File: src/rtl/vga_scan_gen_if.sv
// Scan-timing bundle from vga_scan_gen to the cell-matrix renderer.
interface vga_scan_gen_if;
  logic       pix_en;
  logic [9:0] VGAx;
  logic [9:0] VGAy;
  logic       display_on;
  logic       hsync;
  logic       vsync;
  logic       frame_start;
  logic       gen_tick;

  modport master (
    output pix_en, VGAx, VGAy, display_on,
    output hsync, vsync, frame_start, gen_tick
  );

  modport slave (
    input pix_en, VGAx, VGAy, display_on,
    input hsync, vsync, frame_start, gen_tick
  );
endinterface

File: src/rtl/vga_scan_gen.sv
// 640x480@60 pixel-slot divider, scan counters and registered decode.
// Define VGA_SCAN_GEN_TICK_EN to build the per-GEN_FRAMES generation tick.
module vga_scan_gen #(
  parameter int CLK_DIV    = 2,
  parameter int H_VISIBLE  = 640,
  parameter int H_FRONT    = 16,
  parameter int H_SYNC     = 96,
  parameter int H_BACK     = 48,
  parameter int V_VISIBLE  = 480,
  parameter int V_FRONT    = 10,
  parameter int V_SYNC     = 2,
  parameter int V_BACK     = 33,
  parameter int SYNC_POL   = 0,
  parameter int GEN_FRAMES = 8
) (
  input logic      clk,
  input logic      rst_n,
  vga_scan_gen_if.master vga
);

  localparam int H_TOTAL = H_VISIBLE + H_FRONT + H_SYNC + H_BACK;
  localparam int V_TOTAL = V_VISIBLE + V_FRONT + V_SYNC + V_BACK;
  localparam int DW = (CLK_DIV > 1) ? $clog2(CLK_DIV) : 1;

  localparam logic [DW-1:0] DIV_LAST = DW'(CLK_DIV - 1);
  localparam logic [9:0] HV   = 10'(H_VISIBLE);
  localparam logic [9:0] HS_B = 10'(H_VISIBLE + H_FRONT);
  localparam logic [9:0] HS_E = 10'(H_VISIBLE + H_FRONT + H_SYNC);
  localparam logic [9:0] H_LAST = 10'(H_TOTAL - 1);
  localparam logic [9:0] VV   = 10'(V_VISIBLE);
  localparam logic [9:0] VS_B = 10'(V_VISIBLE + V_FRONT);
  localparam logic [9:0] VS_E = 10'(V_VISIBLE + V_FRONT + V_SYNC);
  localparam logic [9:0] V_LAST = 10'(V_TOTAL - 1);
  localparam logic ACT = (SYNC_POL != 0);

  logic [DW-1:0] div;
  logic          pix_en;
  logic [9:0]    h_cnt;
  logic [9:0]    v_cnt;

  logic       d_on;
  logic       d_hs;
  logic       d_vs;
  logic       d_org;
  logic [9:0] d_x;
  logic [9:0] d_y;

  logic [9:0] q_x;
  logic [9:0] q_y;
  logic       q_on;
  logic       q_hs;
  logic       q_vs;
  logic       q_fs;
  logic       tick;

  always_ff @(posedge clk or negedge rst_n) begin
    if (!rst_n) begin
      div    <= '0;
      pix_en <= 1'b0;
    end else begin
      pix_en <= (div == DIV_LAST);
      div    <= (div == DIV_LAST) ? '0 : div + DW'(1);
    end
  end

  always_ff @(posedge clk or negedge rst_n) begin
    if (!rst_n) begin
      h_cnt <= '0;
      v_cnt <= '0;
    end else if (pix_en) begin
      if (h_cnt == H_LAST) begin
        h_cnt <= '0;
        v_cnt <= (v_cnt == V_LAST) ? '0 : v_cnt + 10'd1;
      end else begin
        h_cnt <= h_cnt + 10'd1;
      end
    end
  end

  always_comb begin
    d_on  = (h_cnt < HV) && (v_cnt < VV);
    d_x   = d_on ? h_cnt : '0;
    d_y   = d_on ? v_cnt : '0;
    d_hs  = (h_cnt >= HS_B && h_cnt < HS_E) ? ACT : ~ACT;
    d_vs  = (v_cnt >= VS_B && v_cnt < VS_E) ? ACT : ~ACT;
    d_org = (h_cnt == '0) && (v_cnt == '0);
  end

  // frame_start drops on the very next clk, not the next slot
  always_ff @(posedge clk or negedge rst_n) begin
    if (!rst_n) begin
      q_x  <= '0;
      q_y  <= '0;
      q_on <= 1'b0;
      q_hs <= ~ACT;
      q_vs <= ~ACT;
      q_fs <= 1'b0;
    end else begin
      q_fs <= pix_en && d_org;
      if (pix_en) begin
        q_x  <= d_x;
        q_y  <= d_y;
        q_on <= d_on;
        q_hs <= d_hs;
        q_vs <= d_vs;
      end
    end
  end

`ifdef VGA_SCAN_GEN_TICK_EN
  localparam int FW = (GEN_FRAMES > 1) ? $clog2(GEN_FRAMES) : 1;
  localparam logic [FW-1:0] F_LAST = FW'(GEN_FRAMES - 1);

  logic [FW-1:0] fcnt;
  logic          vb_start;

  assign vb_start = pix_en && (h_cnt == '0) && (v_cnt == VV);

  always_ff @(posedge clk or negedge rst_n) begin
    if (!rst_n) begin
      fcnt <= '0;
      tick <= 1'b0;
    end else begin
      tick <= 1'b0;
      if (vb_start) begin
        if (fcnt == F_LAST) begin
          fcnt <= '0;
          tick <= 1'b1;
        end else begin
          fcnt <= fcnt + FW'(1);
        end
      end
    end
  end
`else
  assign tick = 1'b0;
`endif

  assign vga.pix_en      = pix_en;
  assign vga.VGAx        = q_x;
  assign vga.VGAy        = q_y;
  assign vga.display_on  = q_on;
  assign vga.hsync       = q_hs;
  assign vga.vsync       = q_vs;
  assign vga.frame_start = q_fs;
  assign vga.gen_tick    = tick;

endmodule

File: src/flat_wrapper.sv
// flat-port wrapper written by rule: the top's interface ports become plain ports
module vga_scan_gen_flat 
#(
  parameter int CLK_DIV    = 2,
  parameter int H_VISIBLE  = 640,
  parameter int H_FRONT    = 16,
  parameter int H_SYNC     = 96,
  parameter int H_BACK     = 48,
  parameter int V_VISIBLE  = 480,
  parameter int V_FRONT    = 10,
  parameter int V_SYNC     = 2,
  parameter int V_BACK     = 33,
  parameter int SYNC_POL   = 0,
  parameter int GEN_FRAMES = 8
)
  (clk, rst_n, vga_pix_en, vga_VGAx, vga_VGAy, vga_display_on, vga_hsync, vga_vsync, vga_frame_start, vga_gen_tick);
  vga_scan_gen_if vga_i ();
  input logic clk;
  input logic rst_n;
  output wire logic [$bits(vga_i.pix_en)-1:0] vga_pix_en;
  output wire logic [$bits(vga_i.VGAx)-1:0] vga_VGAx;
  output wire logic [$bits(vga_i.VGAy)-1:0] vga_VGAy;
  output wire logic [$bits(vga_i.display_on)-1:0] vga_display_on;
  output wire logic [$bits(vga_i.hsync)-1:0] vga_hsync;
  output wire logic [$bits(vga_i.vsync)-1:0] vga_vsync;
  output wire logic [$bits(vga_i.frame_start)-1:0] vga_frame_start;
  output wire logic [$bits(vga_i.gen_tick)-1:0] vga_gen_tick;
  assign vga_pix_en = vga_i.pix_en;
  assign vga_VGAx = vga_i.VGAx;
  assign vga_VGAy = vga_i.VGAy;
  assign vga_display_on = vga_i.display_on;
  assign vga_hsync = vga_i.hsync;
  assign vga_vsync = vga_i.vsync;
  assign vga_frame_start = vga_i.frame_start;
  assign vga_gen_tick = vga_i.gen_tick;
  vga_scan_gen #(.CLK_DIV(CLK_DIV), .H_VISIBLE(H_VISIBLE), .H_FRONT(H_FRONT), .H_SYNC(H_SYNC), .H_BACK(H_BACK), .V_VISIBLE(V_VISIBLE), .V_FRONT(V_FRONT), .V_SYNC(V_SYNC), .V_BACK(V_BACK), .SYNC_POL(SYNC_POL), .GEN_FRAMES(GEN_FRAMES)) u_core (.clk(clk), .rst_n(rst_n), .vga(vga_i));
endmodule
File: config.mk
export PLATFORM = sky130hd
export DESIGN_NAME = vga_scan_gen_flat
export DESIGN_NICKNAME = d
export VERILOG_FILES = /design/src/rtl/vga_scan_gen_if.sv /design/src/rtl/vga_scan_gen.sv /design/src/flat_wrapper.sv
export SDC_FILE = /design/constraint.sdc
export NUM_CORES = 1
export LEC_CHECK = 0
export CORE_ASPECT_RATIO = 0.7
export CORE_MARGIN = 8
export CORE_UTILIZATION = 35
export DETAILED_ROUTE_END_ITERATION = 12
export GPL_TIMING_DRIVEN = 1
export MAX_ROUTING_LAYER = met4
export SYNTH_ARGS = -nofsm -noshare
export SYNTH_HDL_FRONTEND = slang
export SYNTH_SLANG_ARGS = --single-unit
File: constraint.sdc
create_clock -name clk -period 3.25 [get_ports clk]
set_clock_uncertainty 0.05 [all_clocks]
set_input_delay 0.325 -clock clk [delete_from_list [all_inputs] [get_ports clk]]
set_output_delay 0.325 -clock clk [all_outputs]
set_load 0.005 [all_outputs]
* Word-level counts from Yosys, hierarchy flattened *
Index checks and enable logic that the tools add are counted.

storage, ports and cells
  flip-flop bits (word level) = 46
  bits of input ports = 2
  output and inout bits = 26
  word-level logic and storage cells = 36

operators by class
  add/sub/neg operators = 3
  order comparisons = 6
  eq/ne operators = 2
  muxes and demuxes = 7
  reductions and logical operators = 8

operators with widths
  kind                                                                    number
  10-bit 2-to-1 mux                                                       4
  10-bit by 1-bit adder with 10-bit output, second input constant         2
  10-bit == test, second input constant                                   2
  10-bit logical NOT                                                      2
  10-bit < comparator, second input constant                              2
  10-bit by 9-bit < comparator with 1-bit output, second input constant   2
  10-bit >= comparator, second input constant                             1
  10-bit by 9-bit >= comparator with 1-bit output, second input constant  1
  1-bit logical AND                                                       5
  1-bit 2-to-1 mux                                                        3
  2-bit AND reduction                                                     1
  1-bit adder, second input constant                                      1

* Depth between registers and ports, before layout *
Gate-level depths: netlist of run 1.

  depth in word-level cells = 3
  mapped depth = 6
  depth with buffers taken out = 6

* Least setup slack after synthesis of run 1 *
No wires, ideal clock.

  kind = reg-to-reg
  start point = register u_core.h_cnt[1]
  end point = register u_core.v_cnt[9]
  library setup time = 0.077 ns
  data arrival time = 1.580 ns
  data required time = 3.123 ns
  path slack = 1.543 ns
  stages on the path, launching flop included = 6
  buffers on the path = 0
  period minus slack after synthesis = 1.707 ns
  cell sequence = dfrtp_1 > ha_1 > and4_2 > nand4_4 > or4_1 > a21oi_1

on the way
  longest elaborated chain between the ends = 2

RTL lines
  element                        RTL line            text
  start, declared                vga_scan_gen.sv:38  logic [9:0] h_cnt;
  start signal, assigned         vga_scan_gen.sv:75  h_cnt <= h_cnt + 10'd1;
  10-bit == test                 vga_scan_gen.sv:71  if (h_cnt == H_LAST) begin
  2-bit AND reduction (no line)  --
  end signal, assigned           vga_scan_gen.sv:73  v_cnt <= (v_cnt == V_LAST) ? '0 : v_cnt + 10'd1;
  end, declared                  vga_scan_gen.sv:39  logic [9:0] v_cnt;

No other way between the ends.
A chain may end at the register's enable or synchronous reset.

* Final worst setup path of run 1 *
  start point = register u_core.pix_en (netlist: u_core.vga.pix_en)
  end point = register u_core.v_cnt[9]

on the way
  longest elaborated chain between the ends = 1

RTL lines
  element                        RTL line            text
  start, declared                vga_scan_gen.sv:37  logic pix_en;
  start signal, assigned         vga_scan_gen.sv:61  pix_en <= (div == DIV_LAST);
  2-bit AND reduction (no line)  --

No other way between the ends.

==> parameters.txt, run 1 <==
Parameter                              Value

Clock tree
  CTS buffer count    5
  Clock Sinks    between 40 and 50
  Clock tree root buffer cell    clkbuf_8
  Htree depth    2
  Number of gates resized after cts    0
  Setup bufs post-CTS    0
  Clk buf depth    2
  Hold-fix buffer count after cts    0
  Clock-pin transition on the worst setup and hold timing paths    0.09 ns
  CTS tree    built
  Clock Latency Late Sink    about 0.30 ns

GRT
  Initial antenna violation count    0
  Final global-route overflow total    0
  Global-route wire length before repair    7.583 mm
  Vias in the first global route    1,414
  Global Route Usage Sum    0.1136
  Maximum number of pins on one net before global-route repair    47

Logic synthesis
  Sequential-to-total area share from yosys stat    0.5601
  Mapped Cells    ~190
  Post-synth EDFFs    0
  Summed instance area of the synthesized netlist    a little over 2000 µm²
  Nets in the synthesized netlist    191
  Count of unique library cells instantiated by Yosys    42
  Register bit total from synthesis    46
  Main synth FF type    dfrtp_1
  Count of synthesis-stage warnings from yosys    0
  Asr flop ratio synth    1.000
  Post-synthesis average cell area    approximately 11 µm²

Layout
  Layout overhead on the synthesized area    17.98%
  Number of nets in the layout    211
  Number of filler instances in the final layout    568
  Leading cell type in the layout, fill and taps excluded    dfrtp_1
  Antenna fix cells    0
  Highest-count cells in the layout ignoring fill and taps    dfrtp_1 (44), clkdlybuf4s50_1 (25), a22o_1 (19)
  End-of-flow core utilization    0.4264
  Finished layout cell area    2430 µm²
  Share of cells above drive strength 1    0.06796

Route
  Average via count per standard cell    5.324
  Detailed Route Iter0 Violations    142
  Final wirelength    4.589 mm
  Average detailed-routed wire length per instance    16.33 µm
  Via count of the routed design    1,496
  DRC violations left    0
  Residual antenna-violating net count after detailed routing    0
  Drt pass-1 iters    4

Flow run
  Total of max-cap violations    0

Floorplanning
  Initial core utilization    0.3614
  Placement Rows    23
  Full die area    8634 µm²
  Count of pins on the block boundary    28
  Floorplan Core Area    5698 µm²
  Die Width    about 110 µm
  Chip Height    80.18 µm

Placed design
  Detailed placement HPWL    3.233 mm
  Pre-CTS setup slack    1.271 ns
  Port buffer count    26
  Routability congestion estimate from global placement    0.8594
  Post-placement cell area    roughly 2300 µm²

Timing
  Tcrit/Tclk final    0.6169
  Fin Setup TNS    0 ns
  Final Slew Violations    0
  Finish-stage setup viols    0
  Count of final hold-check violations    0
  Shortest clock period the worst path allows after layout    2.005 ns
  Slew at the pin closest to its max-slew limit    0.9999 ns
  Setup repair after global routing missed its margin    false
  Worst max-slew margin expressed relative to the limit    0.3334
  Post-route worst setup slack    1.245 ns
  FMAX    498.8 MHz

Critical path
  Critical Path RT    between 3 and 4 ns
  Worst reg2reg path endpoint    u_core.v_cnt[9]$_DFFE_PN0P_
  Critical path class    flip-flop to flip-flop
  Reg2Reg Depth    4
  Register-to-register setup slack    1.25 ns
  Top fanout value on the critical path    17
  Kind of launch point of the worst setup path    flip-flop
  Reg2reg start    u_core.vga.pix_en$_DFF_PN0_
  Endpoint class of the critical path    flip-flop
  Critical Path AT    around 2.2 ns

Hold path
  Path class of the lowest-slack min-delay path    input port to async pin

Pwr
  Leakage power    between 1 and 1.5 nW
  Maximum vdd drop    0.1570 mV
  Power density relative to cell area    384.0 nW/µm²

Outcome
  Outcome    complete, no violations
## power by group
| group | internal (mW) | total (mW) | switching [mW] | leakage [nW] |
|---|---|---|---|---|
| logic | 0.000437 | 0.0112 | 0.0108 | 0.395 |
| registers | 0.572 | 0.572 | 0 | 0.595 |
| clock network | 0.152 | 0.350 | 0.198 | 0.0452 |
| total | 0.724 | 0.933 | 0.209 | 1.04 |
## per-layer routing
| metal | global-route usage | share of wire | routed length (µm) | vias up |
|---|---|---|---|---|
| li1 | - | - | - | 709 |
| met5 | - | 0 | 0 | - |
| met3 | 0.02798 | 0.077 | 354 | 5 |
| met4 | 0.02897 | 0.0083 | 38 | 0 |
| met2 | 0.1473 | 0.39 | 1785 | 43 |
| met1 | 0.1685 | 0.53 | 2410 | 739 |
## flip-flops by register name, summed over array words and instances (netlist names)
signal,count
u_core.div,1
u_core.vga.VGAy,10
u_core.vga.display_on,1
u_core.vga.pix_en,1
u_core.vga.VGAx,10
u_core.v_cnt,10
u_core.vga.hsync,1
u_core.h_cnt,10
u_core.vga.frame_start,1
u_core.vga.vsync,1
## worst max-delay path by stage
stage,endpoint,from,depth (start not counted),slack (ns)
floorplan,u_core.v_cnt[9]$_DFFE_PN0P_,u_core.h_cnt[1]$_DFFE_PN0P_,5,1.54
global placement,u_core.v_cnt[9]$_DFFE_PN0P_,u_core.vga.pix_en$_DFF_PN0_,4,1.23
detailed placement,u_core.v_cnt[9]$_DFFE_PN0P_,u_core.vga.pix_en$_DFF_PN0_,4,1.27
CTS,u_core.v_cnt[9]$_DFFE_PN0P_,u_core.vga.pix_en$_DFF_PN0_,4,1.23
global route,u_core.v_cnt[9]$_DFFE_PN0P_,u_core.vga.pix_en$_DFF_PN0_,4,1.13
finish,u_core.v_cnt[9]$_DFFE_PN0P_,u_core.vga.pix_en$_DFF_PN0_,4,1.25
## cells by family (layout without fill, tap and decap cells)
kind of cell | Yosys count | in the layout | share of synthesized area
xor+xnor | 9 | 9 | 0.03828
flops | 46 | 46 | 0.5601
compound gates | 40 | 40 | 0.1422
buf+inv | 22 | 43 | 0.04800
fa+ha+maj | 4 | 4 | 0.02430
other cells | 1 | 1 | 0.001821
mux | 2 | 2 | 0.009721
simple gates | 61 | 61 | 0.1756
## worst max-delay path: stages, from the launching register on
cell and delay (ns):
dfrtp_1 0.69, and4_2 0.40, nand4_4 0.14, or4_1 0.49
a21oi_1 0.16
## Yosys cell counts, drive strengths merged, types with 2 or more instances
cell / count / area, µm²
nor3: 4 / 20.02
nand4: 8 / 65.06
nor4: 2 / 12.51
a21oi: 6 / 30.03
dfrtp: 44 / 1101
nor2: 9 / 36.29
or4: 2 / 15.01
or3: 2 / 12.51
inv: 9 / 33.78
dfstp: 2 / 52.55
xor2: 3 / 26.28
nor4b: 3 / 26.28
clkbuf: 7 / 26.28
and4: 3 / 27.53
and4b: 2 / 21.27
and3: 3 / 18.77
mux2i: 2 / 20.02
xnor2: 6 / 52.55
nand3: 9 / 45.04
ha: 4 / 50.05
buf: 6 / 38.79
o21ai: 7 / 35.03
a22o: 19 / 166.4
nand2: 11 / 41.29
## layout make-up
cell class | instances | area (µm²) | area share
clock buffers | 6 | 72.57 | 0.02987
clock inverters | 2 | 13.76 | 0.005664
inverters | 9 | 33.78 | 0.01390
multi-input cells | 117 | 807.0 | 0.3321
flip-flops and latches | 46 | 1154 | 0.4748
well taps | 75 | 93.84 | 0.03862
repair buffers | 26 | 255.2 | 0.1050
## metrics by stage
step,total power [mW],std cells,hold WS [ns]
final,0.9331,281,0.1384
after global routing,0.9748,281,0.2242
after CTS,0.9492,281,0.1877
after detailed placement,0.5956,273,0.3150
after global placement,0.5954,273,0.3115
after floorplan,0.5845,185,-0.02059
Power figures use the tool's default switching activity.
==> run 2, diff against run 1 <==
==> constraint.sdc (replaced) <==
create_clock -name clk -period 1.71 [get_ports clk]
set_clock_uncertainty 0.05 [all_clocks]
set_input_delay 0.171 -clock clk [delete_from_list [all_inputs] [get_ports clk]]
set_output_delay 0.171 -clock clk [all_outputs]
set_load 0.005 [all_outputs]
==> parameters.txt, run 2 (same netlist as run 1, synthesis figures left out) <==
Parameter                              Value

Layout
  Leading cell type in the layout, fill and taps excluded    dfrtp_1
  Multi-input gate area in the final layout    about 830 µm²
  Layout overhead on the synthesized area    33.23%
  Number of filler instances in the final layout    531
  Antenna fix cells    0
  Number of nets in the layout    242
  End-of-flow core utilization    0.4816
  Register area    1155 µm²
  Highest-count cells in the layout ignoring fill and taps    dfrtp_1 (43), buf_4 (27), clkdlybuf4s50_1 (24)
  Share of cells above drive strength 1    0.2110

Pwr
  Leakage power    1.235 nW
  Combinational share of power    0.015
  Power density relative to cell area    702.9 nW/µm²
  Sequential fraction of design power    0.564
  Total internal power    1.530 mW
  Maximum vdd drop    between 0.3 and 0.4 mV
  Switch Pwr    0.3986 mW
  Clock share of power    0.421
  Overall power of the completed layout    1.929 mW
  Switching Share    0.2067

GRT
  Vias in the first global route    1,587
  Maximum number of pins on one net before global-route repair    26
  Initial antenna violation count    0
  Final global-route overflow total    0
  Global-route wire length before repair    8.155 mm
  Global Route Usage Sum    0.1259

Timing
  Slew at the pin closest to its max-slew limit    0.6089 ns
  Final Slew Violations    0
  Setup repair after global routing missed its margin    true
  Count of final hold-check violations    0
  Fin Setup TNS    0 ns
  FMAX    615.3 MHz
  Finish-stage setup viols    0
  Shortest clock period the worst path allows after layout    1.625 ns
  Worst max-slew margin expressed relative to the limit    0.5936
  Tcrit/Tclk final    0.9504

Floorplanning
  Chip Height    80.18 µm
  Initial core utilization    0.3614
  Placement Rows    23
  Count of pins on the block boundary    28
  Die Width    107.7 µm
  Floorplan Core Area    5698 µm²
  Full die area    between 8000 and 9000 µm²

Clock tree
  CTS tree    built
  Clock tree root buffer cell    clkbuf_8
  CTS buffer count    5
  Htree depth    2
  Clock-pin transition on the worst setup and hold timing paths    0.09 ns
  Clock Latency Late Sink    0.30 ns
  Clk buf depth    2
  Clock Sinks    46

Route
  Detailed Route Iter0 Violations    113
  Via count of the routed design    1,598
  Drt pass-1 iters    4
  Final wirelength    4.995 mm
  Residual antenna-violating net count after detailed routing    0
  Average detailed-routed wire length per instance    16.01 µm
  DRC violations left    0
  Average via count per standard cell    between 5 and 6

Placed design
  Routability congestion estimate from global placement    0.8088
  Port buffer count    26
  Detailed placement HPWL    3.646 mm

Critical path
  Endpoint class of the critical path    flip-flop
  Critical path class    flip-flop to flip-flop
  Critical Path AT    roughly 1.8 ns
  Kind of launch point of the worst setup path    flip-flop
  Critical Path RT    1.87 ns
  Top fanout value on the critical path    4

Outcome
  Outcome    complete, no violations

Hold path
  Path class of the lowest-slack min-delay path    input port to async pin

Flow run
  Total of max-cap violations    0
-- run 2: path summary, 6_finish.rpt --
| kind | startpoint | cells past startpoint | slack [ns] | endpoint |
|---|---|---|---|---|
| worst max-delay path | u_core.h_cnt[6]$_DFFE_PN0P_ | 4 | 0.08 | u_core.vga.frame_start$_DFF_PN0_ |
| worst min-delay path | rst_n | 2 | 0.32 | u_core.vga.VGAy[6]$_DFFE_PN0P_ |
| worst max register to register | u_core.h_cnt[6]$_DFFE_PN0P_ | 4 | 0.08 | u_core.vga.frame_start$_DFF_PN0_ |
| worst min register to register | u_core.div$_DFF_PN0_ | 0 | 0.33 | u_core.vga.pix_en$_DFF_PN0_ |
| max in group asynchronous | rst_n | 3 | 0.70 | u_core.vga.hsync$_DFFE_PN1P_ |
| min in group clk | u_core.div$_DFF_PN0_ | 0 | 0.33 | u_core.vga.pix_en$_DFF_PN0_ |
-- run 2: area by class of cell --
type,count,area share
flip-flops and latches,46,0.4209
multi-input cells,117,0.3041
repair buffers,57,0.1883
well taps,75,0.03420
clock buffers,6,0.02645
clock inverters,2,0.01368
inverters,9,0.01231
-- run 2: power by group through the flow --
stage          sequential (mW)  combinational [mW]  clock (mW)
6_report                  1.09              0.0290       0.813
5_1_grt                   1.09              0.0355       0.874
4_1_cts                   1.09              0.0312       0.833
3_5_place_dp              1.11              0.0293           0
3_3_place_gp              1.11              0.0292           0
2_1_floorplan             1.11             0.00213           0
-- run 2: worst max-delay path, stage by stage (launching register included) --
cell,delay [ns]
dfrtp_2,0.45
or4_1,0.54
nor3_2,0.14
nand4_1,0.14
nor4b_2,0.23
-- run 2: routing by layer --
layer | up-vias | GRT usage | wire [µm]
li1 | 770 | - | -
met1 | 777 | 0.1771 | 2577
met2 | 47 | 0.1687 | 1965
met3 | 4 | 0.03357 | 406
met4 | 0 | 0.04276 | 46
met5 | - | - | 0
-- run 2: what timing repair did --
item	4_1_cts	5_1_grt
hold buffers	1	0
endpoints found under the setup margin	1	32
pin swaps	0	1
resized for setup	3	9
hold endpoints to repair	21	0
buffers inserted	0	2
-- run 2: through the flow --
step / instances / hold slack, ns / worst slack [ns] / area, µm²
after floorplan: 185 / -0.1746 / 0.002935 / 2059
after global placement: 301 / 0.1253 / 0.00008238 / 2566
after detailed placement: 301 / 0.1252 / 0.03529 / 2566
after CTS: 310 / 0.3357 / 0.01343 / 2698
after global routing: 312 / 0.3546 / -0.01064 / 2744
final: 312 / 0.3196 / 0.08490 / 2744
